$ cat src/rtl/ddr_ring_buffer_pkg.sv
// Shared definitions for the ring-buffer datapath: burst-reader FSM state
// encoding and the burst-length clamp helper.
package ddr_ring_buffer_pkg;

    localparam int unsigned ST_W = 2;

    localparam logic [ST_W-1:0] ST_IDLE = 2'd0;
    localparam logic [ST_W-1:0] ST_REQ  = 2'd1;
    localparam logic [ST_W-1:0] ST_DATA = 2'd2;

    // Operand width of the clamp helper; callers extend into it and truncate back.
    localparam int unsigned CALC_W = 32;

    function automatic logic [CALC_W-1:0] min_fill(
        input logic [CALC_W-1:0] fill,
        input logic [CALC_W-1:0] burst
    );
        return (fill < burst) ? fill : burst;
    endfunction

endpackage

$ cat src/rtl/fifo_burst_reader.sv
// Drains a show-ahead FIFO in bursts: announces each burst with a length
// descriptor, then streams exactly that many words through one output register.
module fifo_burst_reader
    import ddr_ring_buffer_pkg::*;
#(
    parameter int unsigned BW      = 8,
    parameter int unsigned LGFLEN  = 4,
    parameter int unsigned LGBURST = 3,
    parameter int unsigned TIMEOUT = 64
) (
    input  logic               i_clk,
    input  logic               i_reset,

    output logic               o_fifo_rd,
    input  logic [BW-1:0]      i_fifo_data,
    input  logic               i_fifo_empty,
    input  logic [LGFLEN:0]    i_fifo_fill,
    input  logic               i_flush,

    output logic               o_req_valid,
    input  logic               i_req_ready,
    output logic [LGBURST:0]   o_req_len,

    output logic               o_valid,
    input  logic               i_ready,
    output logic [BW-1:0]      o_data,
    output logic               o_last,

    output logic               o_busy
);

    localparam int unsigned FILL_W    = LGFLEN + 1;
    localparam int unsigned LEN_W     = LGBURST + 1;
    localparam int unsigned BURST_LEN = 1 << LGBURST;
    localparam int unsigned TMO_W     = $clog2(TIMEOUT);

    logic [ST_W-1:0]   state_q,     state_d;
    logic [LEN_W-1:0]  len_q,       len_d;
    logic [LEN_W-1:0]  rem_q,       rem_d;
    logic [TMO_W-1:0]  tmo_q,       tmo_d;
    logic              req_valid_q, req_valid_d;
    logic              valid_q,     valid_d;
    logic [BW-1:0]     data_q,      data_d;
    logic              last_q,      last_d;
    logic              busy_q,      busy_d;

    logic              fill_nz_c;
    logic              fill_full_c;
    logic              tmo_hit_c;
    logic              trigger_c;
    logic [LEN_W-1:0]  fill_len_c;
    logic              pop_c;
    logic              beat_taken_c;

    // Burst trigger evaluation, only meaningful while idle.
    assign fill_nz_c   = (i_fifo_fill != '0);
    assign fill_full_c = (i_fifo_fill >= FILL_W'(BURST_LEN));
    assign tmo_hit_c   = (tmo_q == TMO_W'(TIMEOUT - 1));
    assign trigger_c   = fill_full_c | (fill_nz_c & tmo_hit_c) | (fill_nz_c & i_flush);
    assign fill_len_c  = LEN_W'(min_fill(CALC_W'(i_fifo_fill), CALC_W'(BURST_LEN)));

    // Pop whenever words remain and the output register is free or draining.
    assign beat_taken_c = valid_q & i_ready;
    assign pop_c        = (state_q == ST_DATA) && (rem_q != '0) && !i_fifo_empty
                          && (!valid_q || i_ready);

    always_comb begin
        state_d     = state_q;
        len_d       = len_q;
        rem_d       = rem_q;
        tmo_d       = '0;
        req_valid_d = req_valid_q;
        valid_d     = valid_q;
        data_d      = data_q;
        last_d      = last_q;

        case (state_q)
            ST_IDLE: begin
                if (trigger_c) begin
                    state_d     = ST_REQ;
                    len_d       = fill_len_c;
                    req_valid_d = 1'b1;
                end else if (fill_nz_c && !fill_full_c) begin
                    tmo_d = tmo_hit_c ? tmo_q : tmo_q + TMO_W'(1);
                end
            end

            ST_REQ: begin
                if (i_req_ready) begin
                    state_d     = ST_DATA;
                    req_valid_d = 1'b0;
                    rem_d       = len_q;
                end
            end

            ST_DATA: begin
                if (pop_c) begin
                    valid_d = 1'b1;
                    data_d  = i_fifo_data;
                    last_d  = (rem_q == LEN_W'(1));
                    rem_d   = rem_q - LEN_W'(1);
                end else if (beat_taken_c) begin
                    valid_d = 1'b0;
                    last_d  = 1'b0;
                end
                if (beat_taken_c && last_q) begin
                    state_d = ST_IDLE;
                end
            end

            default: begin
                state_d     = ST_IDLE;
                req_valid_d = 1'b0;
                valid_d     = 1'b0;
                last_d      = 1'b0;
            end
        endcase

        busy_d = (state_d != ST_IDLE);
    end

    always_ff @(posedge i_clk) begin
        if (i_reset) begin
            state_q     <= ST_IDLE;
            len_q       <= '0;
            rem_q       <= '0;
            tmo_q       <= '0;
            req_valid_q <= 1'b0;
            valid_q     <= 1'b0;
            data_q      <= '0;
            last_q      <= 1'b0;
            busy_q      <= 1'b0;
        end else begin
            state_q     <= state_d;
            len_q       <= len_d;
            rem_q       <= rem_d;
            tmo_q       <= tmo_d;
            req_valid_q <= req_valid_d;
            valid_q     <= valid_d;
            data_q      <= data_d;
            last_q      <= last_d;
            busy_q      <= busy_d;
        end
    end

    // The pop strobe must be combinational for a show-ahead FIFO; reset masks it.
    assign o_fifo_rd   = pop_c & ~i_reset;
    assign o_req_valid = req_valid_q;
    assign o_req_len   = len_q;
    assign o_valid     = valid_q;
    assign o_data      = data_q;
    assign o_last      = last_q;
    assign o_busy      = busy_q;

endmodule

$ cat config.mk
export PLATFORM = sky130hd
export DESIGN_NAME = fifo_burst_reader
export DESIGN_NICKNAME = d
export VERILOG_FILES = /design/src/rtl/ddr_ring_buffer_pkg.sv /design/src/rtl/fifo_burst_reader.sv
export SDC_FILE = /design/constraint.sdc
export NUM_CORES = 1
export LEC_CHECK = 0
export CORE_AREA = 2 2 60 62
export DETAILED_ROUTE_END_ITERATION = 8
export DIE_AREA = 0 0 62 64
export PLACE_DENSITY = 0.7
export SYNTH_ARGS = -nofsm -noshare
export SYNTH_HDL_FRONTEND = slang
export SYNTH_SLANG_ARGS = --single-unit
$ cat constraint.sdc
create_clock -name i_clk -period 1.8 [get_ports i_clk]
set_clock_uncertainty 0.05 [all_clocks]
set_input_delay 0.27 -clock i_clk [delete_from_list [all_inputs] [get_ports i_clk]]
set_output_delay 0.27 -clock i_clk [all_outputs]
set_load 0.01 [all_outputs]
==> impl_metrics.env, run 1 <==
export IMPL_setup_viol=1
export IMPL_multi_input_area_um2=722
export IMPL_antenna_found_initial=0
export IMPL_min_path_cells=2
export IMPL_crit_type="reg2out"
export IMPL_ys_types=42
export IMPL_antenna_cells=0
export IMPL_syn2layout_area_growth_pct=46.7
export IMPL_pin_count=36
export IMPL_p_per_area_nw_per_um2=671
export IMPL_die_w_um=62
export IMPL_insertion_delay_ns=0.32
export IMPL_grt_overflow_total=0
export IMPL_wire_per_inst_um=13.9
export IMPL_synth_ff_type="dfxtp_1"
export IMPL_clkTransAtPathRegs_ns=0.15
export IMPL_cts_sinks=28
export IMPL_synth_warnings=0
export IMPL_cp_start_kind="flip-flop"
export IMPL_ir_drop_mv=0.377
export IMPL_regArea_um2=563
export IMPL_cp_max_fo=2
export IMPL_synth_area_um2=1300
export IMPL_whs_ns=0.440
export IMPL_dp_hpwl_mm=2.50
export IMPL_cts_buffers=3
export IMPL_stdcell_count=239
export IMPL_dieHeight_um=64
export IMPL_setup_slack_ns=-0.128
export IMPL_finalCriticalPeriod_ns=1.93
export IMPL_maxCapViolations=0
export IMPL_arrival_ns=1.61
export IMPL_max_stage_delay_ns=0.37
export IMPL_drc=0
export IMPL_rsz0062_at_grt="true"
export IMPL_synth_nets=161
export IMPL_max_freq_ghz=0.519
export IMPL_worstMarginPinSlew_ns=0.469
export IMPL_avgSynthCellArea_um2=9.34
export IMPL_syn_inst=139
export IMPL_fillCellCount=286
export IMPL_crit_required_ns=1.48
export IMPL_firstDrtPassIters=4
export IMPL_finalCritPeriodShare_pct=107
export IMPL_worstSetupEndpointType="output port"
export IMPL_status="finished with violations"
export IMPL_crit_chain="inv_2, ha_4, nor3b_4, nor4_4, and2_1, buf_2"
export IMPL_synthArstFlopShare_pct=0
export IMPL_relSlewSlack_pct=68.6
export IMPL_setup_tns_final_ns=-0.128
export IMPL_layout_common_cells="clkdlybuf4s50_1 (34), dfxtp_1 (26), nor2_1 (21)"
export IMPL_synth_top_area_share_pct=43.2
export IMPL_synth_edf_count=0
export IMPL_initial_core_util_pct=39.5
export IMPL_dr_total_vias=1237
export IMPL_place_congestion=0.807
export IMPL_via_per_inst=5.18
export IMPL_coreArea_um2=3280
export IMPL_rows=21
export IMPL_cts_root_buf="clkbuf_4"
export IMPL_dpl_cell_count=234
export IMPL_ys_seq_area_share_pct=43.2
export IMPL_htreeDepth=1
export IMPL_synth_seq_cells=28
export IMPL_p_leak_nw=0.698
export IMPL_grt_use_total_pct=18.3
export IMPL_yosys_area_top_type="dfxtp_1"
export IMPL_synth_area_leaders="dfxtp_1 (43%), mux2i_1 (6.9%), nor2_1 (6.1%), a21oi_1 (4.2%), ha_1 (2.9%)"
export IMPL_slew_violations=0
export IMPL_grt_pass1_wl_mm=5.42
export IMPL_clock_path_buffers=2
export IMPL_cpMaxStageDelayCell="dfxtp_2"
export IMPL_die_area_um2=3970
export IMPL_grt_pass1_vias=1248
export IMPL_worst_r2r_cell_count=7
export IMPL_tritoncts="done"
export IMPL_port_buffers=35
export IMPL_wirelength_mm=3.31
export IMPL_finalHoldViolations=0
export IMPL_antenna_left=0
export IMPL_final_common_cell="clkdlybuf4s50_1"
export IMPL_hp_class="reg2reg"
export IMPL_drt_initial_drc_count=79
export IMPL_drive_gt1_share_pct=19.7
export IMPL_grt_max_degree=19
export IMPL_violations="setup timing"
export IMPL_fin_nets=216
==> path summary, 6_finish.rpt <==
kind	startpoint	endpoint	slack, ns
min	o_req_valid	o_req_valid	0.44
max reg2reg	rem_q[1]	rem_q[2]	0.11
max	rem_q[1]	o_fifo_rd	-0.13
min reg2reg	o_req_valid	o_req_valid	0.44
==> Yosys cell counts, drive strengths merged, types with 2 or more instances <==
cell	n
nand3	4
a32o	3
nor3b	2
and2	3
o211ai	2
a31oi	2
dfxtp	28
and3	2
mux2i	9
nand2	6
clkbuf	2
o21ai	7
o41a	2
buf	2
a21oi	11
nor3	4
o31ai	3
nand2b	2
inv	6
ha	3
o41ai	2
nor2	21
nor4	2
==> through the flow <==
stage	worst slack (ns)	power [mW]	util (%)	area (µm²)
floorplan	0.0165	0.760	-	1300
global placement	-0.282	0.869	55.4	1820
global route	-0.232	1.35	58.0	1910
CTS	-0.0837	1.28	58.2	1910
detailed placement	-0.357	0.876	55.4	1820
finish	-0.128	1.28	58.0	1910
==> routing by layer <==
| layer | vias up | global-route usage, % | part of all wire (%) |
|---|---|---|---|
| met1 | 582 | 19.7 | 39 |
| met3 | 4 | 2.43 | 3.6 |
| met2 | 32 | 33.9 | 55 |
| met4 | 0 | 7.71 | 1.5 |
| li1 | 619 | - | - |
| met5 | - | 0 | 0 |
==> what timing repair did <==
action,in CTS,in global routing
endpoints found under the setup margin,4,20
resized for setup,11,1
pin swaps,4,2
hold buffers,0,0
setup buffers,4,0
==> logic make-up (layout without fill, tap and decap cells) <==
logic type               Yosys count  count (layout)  share of synthesized area [%]
AO/OA/AOI/OAI                     35              35                           19.6
adder cells (fa/ha/maj)            3               3                           2.89
multiplexers                       9               9                           6.94
buffers and inverters             10              64                           3.56
XOR/XNOR                           1               1                          0.674
AND/OR/NAND/NOR                   53              53                           23.2
flip-flops                        28              28                           43.2
==> state kept, by name, indices dropped and copies added, names as in the netlist <==
name	count
o_last	1
rem_q	4
o_busy	1
state_q	2
o_valid	1
o_data	8
o_req_valid	1
tmo_q	6
o_req_len	4
==> layout make-up <==
cell class                 instances  share of cell area, %
clock buffer                       3                   1.18
clock inverter                     1                   1.58
inverter                           6                   1.18
multi-input combinational        101                   37.9
sequential                        28                   29.5
tap                               46                   3.02
timing repair buffer              54                   25.6
==> where the power goes <==
part	leakage [nW]	switching, mW	internal, mW	total [mW]
combinational	0.442	0.101	0.121	0.222
sequential	0.228	0.0127	0.639	0.651
clock	0.0279	0.180	0.225	0.405
==> critical path, delay by kind of cell (launching register included) <==
kind,cells,cell delay (ns)
fa+ha+maj,1,0.16
buf+inv,2,0.19
flops,1,0.37
simple gates,3,0.57
(Power assumes the default switching activity.)
==> run 2: changes to the inputs <==
TNS_END_PERCENT = 20   (was default)
==> results of run 2 <==
No change in the layout: final DEF, timing and power equal those of run 1.
==> run 3: changes to the inputs <==
PLACE_DENSITY = 0.68   (was 0.7)
TNS_END_PERCENT = 10   (was 20)
clock period = 2 ns   (was 1.8 ns; I/O delays follow)
==> impl_metrics.env, run 3 (synthesis gave the netlist of run 1 again) <==
export IMPL_finalCriticalPeriod_ns=1.95
export IMPL_clock_path_buffers=2
export IMPL_status="completed"
export IMPL_syn2layout_area_growth_pct=45.2
export IMPL_clkTransAtPathRegs_ns=0.15
export IMPL_via_per_inst=5.18
export IMPL_setup_viol=0
export IMPL_critical_path_top_delay_family="simple AND/OR/NAND/NOR gates"
export IMPL_max_stage_delay_ns=0.37
export IMPL_tritoncts="done"
export IMPL_hold_path_end="o_req_valid"
export IMPL_maxCapViolations=0
export IMPL_combPwrFrac_pct=18.7
export IMPL_grt_pass1_vias=1208
export IMPL_hp_start="o_req_valid"
export IMPL_cp_buffers_inverters=2
export IMPL_placed_area_um2=1800
export IMPL_postLayoutCellArea_um2=1890
export IMPL_swShare_pct=24.8
export IMPL_dr_total_vias=1243
export IMPL_dieHeight_um=64
export IMPL_wire_per_inst_um=13.5
export IMPL_p_per_area_nw_per_um2=561
export IMPL_finalCritPeriodShare_pct=97.5
export IMPL_drt_initial_drc_count=47
export IMPL_worst_r2r_cell_count=9
export IMPL_place_congestion=0.782
export IMPL_drc=0
export IMPL_reg2reg_slack_ns=0.14
export IMPL_antenna_cells=0
export IMPL_wirelength_mm=3.24
export IMPL_port_buffers=35
export IMPL_slew_violations=0
export IMPL_crit_required_ns=1.65
export IMPL_cts_root_buf="clkbuf_4"
export IMPL_largest_reg_flops=8
export IMPL_rsz0062_at_grt="true"
export IMPL_cp_start_kind="flip-flop"
export IMPL_p_sw_mw=0.263
export IMPL_die_area_um2=3970
export IMPL_finalHoldViolations=0
export IMPL_htreeDepth=1
export IMPL_seqPwrFrac_pct=55.4
export IMPL_coreArea_um2=3280
export IMPL_drive_gt1_share_pct=20.1
export IMPL_grt_max_degree=19
export IMPL_grt_overflow_total=0
export IMPL_dp_hpwl_mm=2.45
export IMPL_cts_sinks=28
export IMPL_initial_core_util_pct=39.5
export IMPL_rows=21
export IMPL_firstDrtPassIters=4
export IMPL_grt_pass1_wl_mm=5.21
export IMPL_antenna_left=0
export IMPL_min_path_cells=2
export IMPL_grt_use_total_pct=17.2
export IMPL_layout_common_cells="clkdlybuf4s50_1 (34), dfxtp_1 (26), nor2_1 (21)"
export IMPL_fin_nets=217
export IMPL_cpMaxStageDelayCell="dfxtp_2"
export IMPL_antenna_found_initial=0
export IMPL_arrival_ns=1.60
export IMPL_cts_buffers=3
export IMPL_rr_endpoint="o_data[1]"
export IMPL_hp_class="reg2reg"
export IMPL_p_int_mw=0.795
export IMPL_ir_drop_mv=0.331
export IMPL_crit_chain="inv_2, ha_4, nor3b_4, nor4_4, and2_1, buf_2"
export IMPL_p_leak_nw=0.705
export IMPL_final_common_cell="clkdlybuf4s50_1"
export IMPL_relSlewSlack_pct=75.7
export IMPL_p_clk_share_pct=25.9
export IMPL_worstMarginPinSlew_ns=0.361
export IMPL_pin_count=36
export IMPL_worstReg2RegStart="rem_q[1]"
export IMPL_fillCellCount=288
export IMPL_post_route_util_pct=57.4
export IMPL_insertion_delay_ns=0.32
export IMPL_totalPowerFinal_mw=1.06
export IMPL_holdBufCountCts=0
export IMPL_crit_type="reg2out"
export IMPL_max_freq_ghz=0.513
export IMPL_die_w_um=62
export IMPL_worstSetupEndpointType="output port"
export IMPL_cp_max_fo=2
==> run 3: power groups by stage <==
stage,Clock [mW],Combinational [mW],Sequential [mW]
after detailed placement,0,0.192,0.598
after CTS,0.282,0.193,0.586
after floorplan,0,0.0791,0.605
after global placement,0,0.188,0.598
after global routing,0.314,0.214,0.590
final,0.274,0.197,0.587
==> run 3: worst min-delay path, stage by stage, from the launching register on <==
cell and delay (ns):
dfxtp_1 0.34, nand2_1 0.05, a21oi_1 0.06
==> run 3: how the worst max path moves through the flow <==
stage / from / endpoint / cells after the start
6_report: rem_q[1] / o_fifo_rd / 6
4_1_cts: rem_q[0] / o_fifo_rd / 6
3_5_place_dp: i_ready / o_fifo_rd / 5
3_3_place_gp: i_ready / o_fifo_rd / 5
2_1_floorplan: rem_q[0] / o_fifo_rd / 6
5_1_grt: rem_q[1] / o_fifo_rd / 6
==> run 3: cell type report <==
cell class	instances	area [µm²]	area share (%)
Inverter	6	22.5	1.19
Sequential cell	28	563	29.9
Clock buffer	4	36.3	1.92
Tap cell	46	57.6	3.05
Multi-Input combinational cell	101	711	37.7
Timing Repair Buffer	55	495	26.3
==> run 3: per-stage QoR <==
step	std cells	TNS (ns)	hold slack, ns	worst slack [ns]
after CTS	237	0	0.431	0.0395
after global routing	240	-0.0323	0.470	-0.0323
after global placement	232	-0.141	0.399	-0.141
after floorplan	139	0	0.327	0.124
after detailed placement	232	-0.212	0.411	-0.192
final	240	0	0.430	0.0490
==> run 3: layer usage <==
metal,up-vias,global-route usage (%),routed length (µm)
li1,620,-,-
met1,593,19.6,1350
met2,26,31.6,1750
met3,4,3.24,110
met4,0,3.99,30
met5,-,0,0
==> run 3: what timing repair did <==
action / 4_1_cts / 5_1_grt
buffers inserted: 1 / 3
resized for setup: 6 / 5
setup endpoints to repair: 1 / 1
hold endpoints to repair: 0 / 0
pin swaps: 2 / 2
cloned: 0 / 0
